==> config.mk <==
export PLATFORM = sky130hd
export DESIGN_NAME = cpm_simo_fifo
export DESIGN_NICKNAME = d
export VERILOG_FILES = /design/src/rtl/cpm_fifo_pkg.sv /design/src/rtl/cpm_simo_fifo_lane_sel.sv /design/src/rtl/cpm_simo_fifo.sv
export SDC_FILE = /design/constraint.sdc
export NUM_CORES = 2
export LEC_CHECK = 0
export CORE_ASPECT_RATIO = 0.75
export CORE_MARGIN = 5
export CORE_UTILIZATION = 35
export CTS_CLUSTER_SIZE = 14
export DETAILED_ROUTE_END_ITERATION = 16
export GPL_ROUTABILITY_DRIVEN = 0
export GPL_TIMING_DRIVEN = 1
export PLACE_DENSITY_LB_ADDON = 0.25
export SLEW_MARGIN = 20
export SYNTH_ARGS = -nofsm -noshare
export SYNTH_HDL_FRONTEND = slang
export SYNTH_SLANG_ARGS = --single-unit
==> constraint.sdc <==
create_clock -name clk -period 101.1 [get_ports clk]
set_input_delay 10.11 -clock clk [delete_from_list [all_inputs] [get_ports clk]]
set_output_delay 10.11 -clock clk [all_outputs]
set_load 0.01 [all_outputs]
==> src/rtl/cpm_fifo_pkg.sv <==
// Shared definitions for the CPM multi-word FIFOs: output-mode constants and
// the modular lane-address helper used by both the push-side and pop-side FIFOs.
package cpm_fifo_pkg;

    localparam string REG_OUT_TRUE  = "true";
    localparam string REG_OUT_FALSE = "false";

    // Address of lane `offset` starting at `base` in a circular store of `depth` words.
    function automatic int unsigned wrap_addr(
        input int unsigned base,
        input int unsigned offset,
        input int unsigned depth
    );
        return (base + offset) % depth;
    endfunction

endpackage

==> src/rtl/cpm_simo_fifo_lane_sel.sv <==
// Combinational lane mux: presents up to DATA_MAX_N consecutive words starting at
// rd_pointer, zeroing any lane beyond the stored count or the caller's lane cap.
module cpm_simo_fifo_lane_sel
    import cpm_fifo_pkg::*;
#(
    parameter int DATA_WIDTH = 64,
    parameter int ADDR_WIDTH = 4,
    parameter int DATA_MAX_N = 8,
    parameter int RAM_DEPTH  = 1 << ADDR_WIDTH
) (
    input  logic [DATA_WIDTH-1:0]            mem [RAM_DEPTH],
    input  logic [ADDR_WIDTH-1:0]            rd_pointer,
    input  logic [ADDR_WIDTH:0]              fifo_count,
    input  logic [ADDR_WIDTH:0]              lane_cap,
    output logic [DATA_MAX_N*DATA_WIDTH-1:0] lanes
);

    localparam int CW = ADDR_WIDTH + 1;

    always_comb begin
        // NOTE: the default assignment first keeps every bit driven on every path, so no latch is inferred.
        lanes = '0;
        for (int i = 0; i < DATA_MAX_N; i++) begin
            if ((CW'(i) < fifo_count) && (CW'(i) < lane_cap)) begin
                lanes[i*DATA_WIDTH +: DATA_WIDTH] =
                    mem[ADDR_WIDTH'(wrap_addr(32'(rd_pointer), i, RAM_DEPTH))];
            end
        end
    end

endmodule

==> src/rtl/cpm_simo_fifo.sv <==
// Single-input, multi-output FIFO: one word pushed per cycle, a batch of
// 1..DATA_MAX_N words popped per cycle onto a packed lane bus.
module cpm_simo_fifo
    import cpm_fifo_pkg::*;
#(
    parameter int    DATA_WIDTH = 64,
    parameter int    ADDR_WIDTH = 4,
    parameter int    DATA_NUMAW = 3,
    parameter int    DATA_MAX_N = 1 << DATA_NUMAW,
    parameter int    RAM_DEPTH  = 1 << ADDR_WIDTH,
    parameter string REG_OUT    = REG_OUT_FALSE
) (
    input  logic                             clk,
    input  logic                             rst,
    input  logic                             Reset,
    input  logic                             push,
    input  logic [DATA_WIDTH-1:0]            data_in,
    input  logic                             pop,
    input  logic [DATA_NUMAW-1:0]            data_out_num,
    output logic [DATA_MAX_N*DATA_WIDTH-1:0] data_out,
    output logic                             data_out_vld,
    output logic                             pop_fail,
    output logic                             empty,
    output logic                             full,
    output logic [ADDR_WIDTH:0]              fifo_count,
    output logic [ADDR_WIDTH:0]              fifo_count_empty
);

    localparam int CW         = ADDR_WIDTH + 1;
    localparam int NW         = DATA_NUMAW + 1;
    localparam int BUS_W      = DATA_MAX_N * DATA_WIDTH;
    localparam bit REG_OUT_EN = (REG_OUT == REG_OUT_TRUE);

    logic [DATA_WIDTH-1:0] mem [RAM_DEPTH];
    logic [ADDR_WIDTH-1:0] wr_pointer;
    logic [ADDR_WIDTH-1:0] rd_pointer;
    logic [NW-1:0]         pop_n;
    logic [CW-1:0]         pop_n_ext;
    logic [CW-1:0]         pop_dec;
    logic                  push_acc;
    logic                  pop_acc;
    logic [CW-1:0]         lane_cap;
    logic [BUS_W-1:0]      lanes;

    assign empty     = (fifo_count == '0);
    assign full      = (fifo_count == CW'(RAM_DEPTH));
    assign pop_n     = NW'(data_out_num) + NW'(1);
    assign pop_n_ext = CW'(pop_n);
    // Acceptance looks only at the current count: a same-cycle pop never frees room for a push.
    assign push_acc  = push && !full;
    assign pop_acc   = pop && (fifo_count >= pop_n_ext);
    assign pop_dec   = pop_acc ? pop_n_ext : '0;

    always_ff @(posedge clk or posedge rst) begin
        if (rst) begin
            wr_pointer       <= '0;
            rd_pointer       <= '0;
            fifo_count       <= '0;
            fifo_count_empty <= CW'(RAM_DEPTH);
            pop_fail         <= 1'b0;
        end else if (Reset) begin
            wr_pointer       <= '0;
            rd_pointer       <= '0;
            fifo_count       <= '0;
            fifo_count_empty <= CW'(RAM_DEPTH);
            pop_fail         <= 1'b0;
        end else begin
            if (push_acc) begin
                wr_pointer <= wr_pointer + ADDR_WIDTH'(1);
            end
            if (pop_acc) begin
                rd_pointer <= ADDR_WIDTH'(wrap_addr(32'(rd_pointer), 32'(pop_n), RAM_DEPTH));
            end
            fifo_count       <= fifo_count + CW'(push_acc) - pop_dec;
            fifo_count_empty <= fifo_count_empty - CW'(push_acc) + pop_dec;
            pop_fail         <= pop && !pop_acc;
        end
    end

    // NOTE: the storage is cleared on reset because stale words must never appear on a lane; this costs a reset net per bit.
    always_ff @(posedge clk or posedge rst) begin
        if (rst) begin
            for (int i = 0; i < RAM_DEPTH; i++) mem[i] <= '0;
        end else if (Reset) begin
            for (int i = 0; i < RAM_DEPTH; i++) mem[i] <= '0;
        end else if (push_acc) begin
            mem[wr_pointer] <= data_in;
        end
    end

    cpm_simo_fifo_lane_sel #(
        .DATA_WIDTH (DATA_WIDTH),
        .ADDR_WIDTH (ADDR_WIDTH),
        .DATA_MAX_N (DATA_MAX_N),
        .RAM_DEPTH  (RAM_DEPTH)
    ) u_lane_sel (
        .mem        (mem),
        .rd_pointer (rd_pointer),
        .fifo_count (fifo_count),
        .lane_cap   (lane_cap),
        .lanes      (lanes)
    );

    generate
        if (REG_OUT_EN) begin : g_reg_out
            logic [BUS_W-1:0] data_q;
            logic             vld_q;

            // Capping at n zeroes the lanes above the batch; an accepted pop guarantees n <= fifo_count.
            assign lane_cap = pop_n_ext;

            always_ff @(posedge clk or posedge rst) begin
                if (rst) begin
                    data_q <= '0;
                    vld_q  <= 1'b0;
                end else if (Reset) begin
                    data_q <= '0;
                    vld_q  <= 1'b0;
                end else begin
                    vld_q <= pop_acc;
                    if (pop_acc) begin
                        data_q <= lanes;
                    end
                end
            end

            assign data_out     = data_q;
            assign data_out_vld = vld_q;
        end else begin : g_comb_out
            assign lane_cap     = CW'(DATA_MAX_N);
            assign data_out     = lanes;
            assign data_out_vld = !empty;
        end
    endgenerate

    a_no_overflow: assert property (@(posedge clk) disable iff (rst)
        fifo_count <= CW'(RAM_DEPTH));

    a_no_underflow: assert property (@(posedge clk) disable iff (rst)
        (CW+1)'(fifo_count) + (CW+1)'(push_acc) >= (CW+1)'(pop_dec));

    a_count_sum: assert property (@(posedge clk) disable iff (rst)
        (CW+1)'(fifo_count) + (CW+1)'(fifo_count_empty) == (CW+1)'(RAM_DEPTH));

endmodule

Word-level counts from Yosys, hierarchy flattened --
Cells that the tools add are included.
Word-level totals: register bits 1043, output and inout bits 526, logic and storage cells 119
Operators by class: add/sub/neg operators 14, magnitude comparators 19, equality and inequality tests 1, multiplexer cells 45, bitwise logic cells 9, reductions and logical operators 10
Operators with widths (number):
- $bmux 64 s4 | 8
- $mux 1024 | 2
- $mux 64 | 25
- $bwmux 1024 | 1
- $demux 64 s4 | 1
- $ge 5x5->1 const B | 9
- $not 4->5 | 9
- $lt 3x5->1 const A | 4
- $mux 4 | 5
- $add 4x3->4 const B | 4
- $lt 1x5->1 const A | 2
- $lt 2x5->1 const A | 2
- $mux 5 | 2
- $add 4x1->4 const B | 2
- $add 4x2->4 const B | 2
- $add 5x1->5 | 1
- $add 5x4->5 | 1
- $eq 5x5->1 const B | 1
- $ge 5x4->1 | 1
- $logic_not 5->1 | 1
- $lt 5x1->1 const B | 1
- $sub 5x1->5 | 1
- $sub 5x4->5 | 1
- $add 3x1->4 const B | 1
- 5 further kinds | 11

Depth between registers and ports, before layout --
word-level depth 8, depth in mapped cells 18, mapped depth without buffers 18

Cells and area by module --
From an unflattened synthesis, not the netlist that was laid out.
Unflattened totals: cells, all modules 7735, area, all modules 80973.9 µm²
By module, submodules not included:
- cpm_simo_fifo | times used 1, cells each 4742, area an instance 42450.7 µm², seq. area each 26101.3 µm²
- cpm_simo_fifo_lane_sel | times used 1, cells each 2993, area an instance 38523.2 µm², seq. area each 0.0 µm²

Least setup slack after synthesis --
No wires, ideal clock.
path type register to output, start register rd_pointer[1], end output data_out[237], arrival 3365 ps, setup slack 87625 ps, cell stages (with the launch flop) 14, cell sequence dfrtp_1 > buf_2 > buf_2 > buf_2 > buf_1 > inv_1 > ha_1 > buf_2 > buf_4 > clkbuf_1 > buf_1 > mux4_2 > mux2i_1 > o22ai_1
Between the ends: cells in the longest elaborated chain, start to end 6
RTL lines:
- start, declared | line cpm_simo_fifo.sv:36 | logic [ADDR_WIDTH-1:0] rd_pointer;
- start signal, assigned | line cpm_simo_fifo.sv:72 | rd_pointer <= ADDR_WIDTH'(wrap_addr(32'(rd_pointer), 32'(pop_n), RAM_DEPTH));
- $add 4x2->4 | line cpm_fifo_pkg.sv:14 | return (base + offset) % depth;
- $not 4->5 (not written as such) | line cpm_simo_fifo_lane_sel.sv:26 | mem[ADDR_WIDTH'(wrap_addr(32'(rd_pointer), i, RAM_DEPTH))];
- $bmux 64 s4 | line cpm_simo_fifo_lane_sel.sv:26
- $mux 64 (not written as such) (2 in series) | line cpm_simo_fifo_lane_sel.sv:26
- $mux 64 | line cpm_simo_fifo_lane_sel.sv:24 | if ((CW'(i) < fifo_count) && (CW'(i) < lane_cap)) begin
- end, declared | line cpm_simo_fifo.sv:20 | output logic [DATA_MAX_N*DATA_WIDTH-1:0] data_out,
Every way passes these cells. The select of a mux whose other input is x is not followed.

Final worst setup path --
start register rd_pointer[0], end output data_out[89]
Between the ends: cells in the longest elaborated chain, start to end 6
RTL lines (line):
- $add 4x1->4 | cpm_fifo_pkg.sv:14
- $not 4->5 (not written as such) | cpm_simo_fifo_lane_sel.sv:26
- $bmux 64 s4 | cpm_simo_fifo_lane_sel.sv:26
- $mux 64 (not written as such) (2 in series) | cpm_simo_fifo_lane_sel.sv:26
- $mux 64 | cpm_simo_fifo_lane_sel.sv:24
Every way passes these cells. The select of a mux whose other input is x is not followed.

==> results.md <==
- The die extent in y is 426 um.
- The worst flop-to-flop path endpoint is mem[280].
- The async set or reset register ratio after synthesis is 100%.
- During placement, the flow inserted port buffers numbering 597.
- For the final database, setup skew stands at approximately 0.054 ns.
- The effective utilization at floorplan is a little over a third.
- For this run, the slowest stage of the critical path takes between 0.9 and 1 ns.
- The flow ran to the end, and the final reports show no timing, DRC or antenna violations.
- CTS saw roughly 1000 sinks.
- The detailed placement HPWL is approximately 230000 um.
- The setup path with the least slack is of type flop to output port.
- The worst-case hold path end point is mem[795].
- The worst voltage drop across the vdd grid is 0.0455 mV.
- The worst register-to-register path has a setup slack of 97.04 ns.
- For this run, the number of Yosys warnings is 0.
- The post-route cell area is roughly 90000 um^2.
- Of the cells placed in the final design, the portion with a size suffix greater than 1 is between 10% and 20%.
- The first global-routing pass estimated 541000 um of wire.
- For this block, the initial DRC count from the detailed router was between 10000 and 15000.
- The largest area contributor in the netlist is sky130_fd_sc_hd__dfrtp_1.
- Summing every instance area after synthesis gives just over 80000 um^2.
- The net count after synthesis is just under 8000.
- The number of global-route vias before repair is ~70000.
- The worst hold path startpoint is mem[795].
- The total number of placement rows is around 150.
- The area fraction of the dominant cell type after synthesis is between 30 and 40%.
- For this design the ratio of total power to cell area is 19.7 nW/um^2.
- Leaving out filler cells and counting taps, the final layout contains roughly 11000.
- The critical-path maximum fanout is between 100 and 150.
- The number of fillers in the final layout is ~22000.
- The total overflow left after global routing is 0.
- The part of the Yosys area used for sequential elements is between 30% and 40%.
- In this run, post-CTS repair resized a total of 0 instances.
- Summing all placed instances gives a cell area of 88300 um^2.
- The cts-stage hold buffer count is 0.
- The initial antenna violation count is 37.
- The sequential cells in the finished layout cover a total of 26100 um^2.
- The worst setup path is captured at an output port.
- TritonCTS built the clock tree.
- The root buffer cell is sky130_fd_sc_hd__clkbuf_16.
- The detail-routed net length per standard cell is between 30 and 40 um.
- The maximum clock frequency is 58.2 MHz.
- The worst register-to-register path begins at wr_pointer[3].
- Subtracting the final worst setup slack from the clock period gives ~17 ns.
- The number of cells after detailed placement is 10600.
- The leakage power figure is roughly 0.034 uW.
- The first TritonRoute pass finished after 6 iterations.
- On the critical path, the stage with the largest delay is an instance of sky130_fd_sc_hd__dfrtp_4.
- Wires add up to roughly 380000 um.
- Counting instances, the worst hold path has a depth of 2.
- In this run the remaining antenna-violating nets after routing total 0.
- In this run, distinct cell masters in the synthesized netlist total 45.
- The clock insertion delay at the later pin of the skew report is about 0.76 ns.
- The transition time at the pin with the least slew margin is approximately 1.5 ns.
- The number of primary I/O pins is 598.
- Setup repair after global routing left no endpoint under its margin.
- Among all flip-flop cells after synthesis, the most frequent one is sky130_fd_sc_hd__dfrtp_1.
- By area the synthesized netlist is led by sky130_fd_sc_hd__dfrtp_1 (32%), sky130_fd_sc_hd__mux4_2 (29%), sky130_fd_sc_hd__mux2i_1 (13%), sky130_fd_sc_hd__nand2_1 (9.1%), sky130_fd_sc_hd__a21oi_1 (6.1%).
- The total routing usage reported by global routing is a little under a third.
- In the layout the commonest cells are sky130_fd_sc_hd__nand2_1 (1956), sky130_fd_sc_hd__dfrtp_1 (1039), sky130_fd_sc_hd__mux2i_1 (1026).
- Walking the worst path, the cells encountered are buf_12 > buf_16 > buf_4 > buf_4 > buf_4 > mux4_2 > mux2i_1 > o22ai_1 > clkdlybuf4s50_1.
- The longest clock path from root to sink contains 3 buffers.
- The via count is 73900.
- The gate count after technology mapping is ~7700.
- The data arrival time at the worst-slack endpoint is between 7 and 8 ns.
- The number of clock buffers added by TritonCTS is between 100 and 150.
- The library cell used most frequently in the layout, excluding fill and tap cells, is sky130_fd_sc_hd__nand2_1.
- The largest net degree at the start of global routing is 222.
- The core region is ~230000 um^2.
- The number of max-slew violations in the final report came to 0.
- Setup violations remaining at the end of the flow were counted as 0.
- For this run, design rule violations remaining after detail routing come to 0.
- By instance count, the cell type seen most on the critical path is sky130_fd_sc_hd__buf_4.
- From synthesis to final layout, the design area changed by 14.4%.
- The worst hold slack after final layout is roughly 0.57 ns.
- The flop and latch count out of synthesis is 1043.
- The number of flops mapped to enable cells by yosys is 0.
- In the finished design, the share of the clock period the worst path needs comes to 17.0%.
- In this run the number of H-tree levels came out at 3.
- The detailed-route vias per instance is just under 7.
- The tightest slew margin relative to the limit is 1.71%.
- The number of post-CTS setup repair buffers is 0.
- The worst min-delay path category is flop to flop.
- The die area is 241000 um^2.
- For this run, the share of the core covered by cells in the final layout is between 40 and 50%.
- The number of cells on the worst reg-to-reg path is 5.
- Clock-pin slew was measured on the worst setup and hold paths at 0.06 ns.
- The area of combinational cells with multiple inputs is just over 50000 um^2.
- Setup total negative slack on the finished layout was measured at 0 ns.
- The total number of nets in the final design is between 7000 and 8000.
- The required time reported for the critical path endpoint is approximately 91 ns.
- The horizontal die dimension is 565 um.
- A synthesized cell averages roughly 11 um^2.
- The tool flagged a number of max-cap violations equal to 0.
- The number of hold violations in the final report is 0.
- The launching element type of the critical path is a flop.
==> report_power, final <==
group	switching, uW	internal [uW]
sequential	22.9	428
clock	200	274
combinational	615	287
total	838	989
==> Yosys cell counts, types with 4 or more instances <==
master and n:
sky130_fd_sc_hd__xor2_1 14, sky130_fd_sc_hd__mux2i_1 1026, sky130_fd_sc_hd__o22ai_1 512, sky130_fd_sc_hd__nor2_1 21, sky130_fd_sc_hd__dfrtp_1 1042, sky130_fd_sc_hd__a21oi_1 985
sky130_fd_sc_hd__a22o_1 50, sky130_fd_sc_hd__nand2_1 1965, sky130_fd_sc_hd__nor2b_1 5, sky130_fd_sc_hd__buf_1 183, sky130_fd_sc_hd__nand2b_1 7, sky130_fd_sc_hd__ha_1 35
sky130_fd_sc_hd__nand3_1 4, sky130_fd_sc_hd__nand3_2 8, sky130_fd_sc_hd__clkbuf_1 342, sky130_fd_sc_hd__nand3_4 4, sky130_fd_sc_hd__inv_1 28, sky130_fd_sc_hd__a21o_1 6
sky130_fd_sc_hd__buf_6 15, sky130_fd_sc_hd__buf_2 338, sky130_fd_sc_hd__xnor2_1 10, sky130_fd_sc_hd__mux4_2 1024, sky130_fd_sc_hd__and3_1 11, sky130_fd_sc_hd__buf_4 23
==> through the flow <==
stage | setup WS [ns] | total power (uW)
floorplan | 61.64 | 994
global placement | 84.83 | 1310
detailed placement | 84.69 | 1320
CTS | 83.87 | 1790
global route | 83.34 | 1850
finish | 83.93 | 1830
==> cells by family (layout without fill, tap and decap cells) <==
family                     after synthesis  after routing  share of synthesized area, %
AOI/OAI and AO/OA                     1563           1563                          10.8
DFF                                   1043           1043                          32.3
and+or+nand+nor                       2046           2046                          9.83
muxes                                 2050           2050                          41.2
other                                    0             17                             0
adders and majority gates               38             38                         0.616
xor gates and xnor gates                24             24                         0.260
buffers and inverters                  930            984                          5.08
==> metal layers <==
metal  wire length, um  part of all wire (%)  track usage (%)
met1            145000                    38             41.6
met2            159000                    41             43.3
met3             58900                    15             12.2
met4             22100                   5.7             14.7
met5               201                 0.052            0.323
==> critical path: cells and delay by family (launching register included) <==
family                 cells  cell delay, ns
DFF                        1            0.94
AOI/OAI and AO/OA          1            0.14
muxes                      2            0.78
buffers and inverters      6            4.10
==> sequential cells by signal (all words and copies together), names as in the netlist <==
name,count
pop_fail,1
mem,1024
wr_pointer,4
fifo_count_empty,5
fifo_count,5
rd_pointer,4
==> how the worst max path moves through the flow <==
stage	start	cells past startpoint	endpoint	slack [ns]
5_1_grt	rd_pointer[0]	9	data_out[345]	83.34
6_report	rd_pointer[0]	9	data_out[89]	83.93
4_1_cts	rd_pointer[0]	8	data_out[101]	83.87
2_1_floorplan	rst	1	fifo_count[0]	61.64
3_3_place_gp	rd_pointer[0]	8	data_out[101]	84.83
3_5_place_dp	rd_pointer[0]	8	data_out[101]	84.69
==> layout make-up <==
type / instances / share of cell area, %
Multi-Input combinational cell: 5721 / 55.2
Sequential cell: 1043 / 28.2
Timing Repair Buffer: 736 / 7.79
Tap cell: 3080 / 4.16
Clock buffer: 161 / 3.60
Clock inverter: 58 / 0.857
Inverter: 29 / 0.134
Antenna cell: 17 / 0.0460
(Power assumes the default switching activity.)
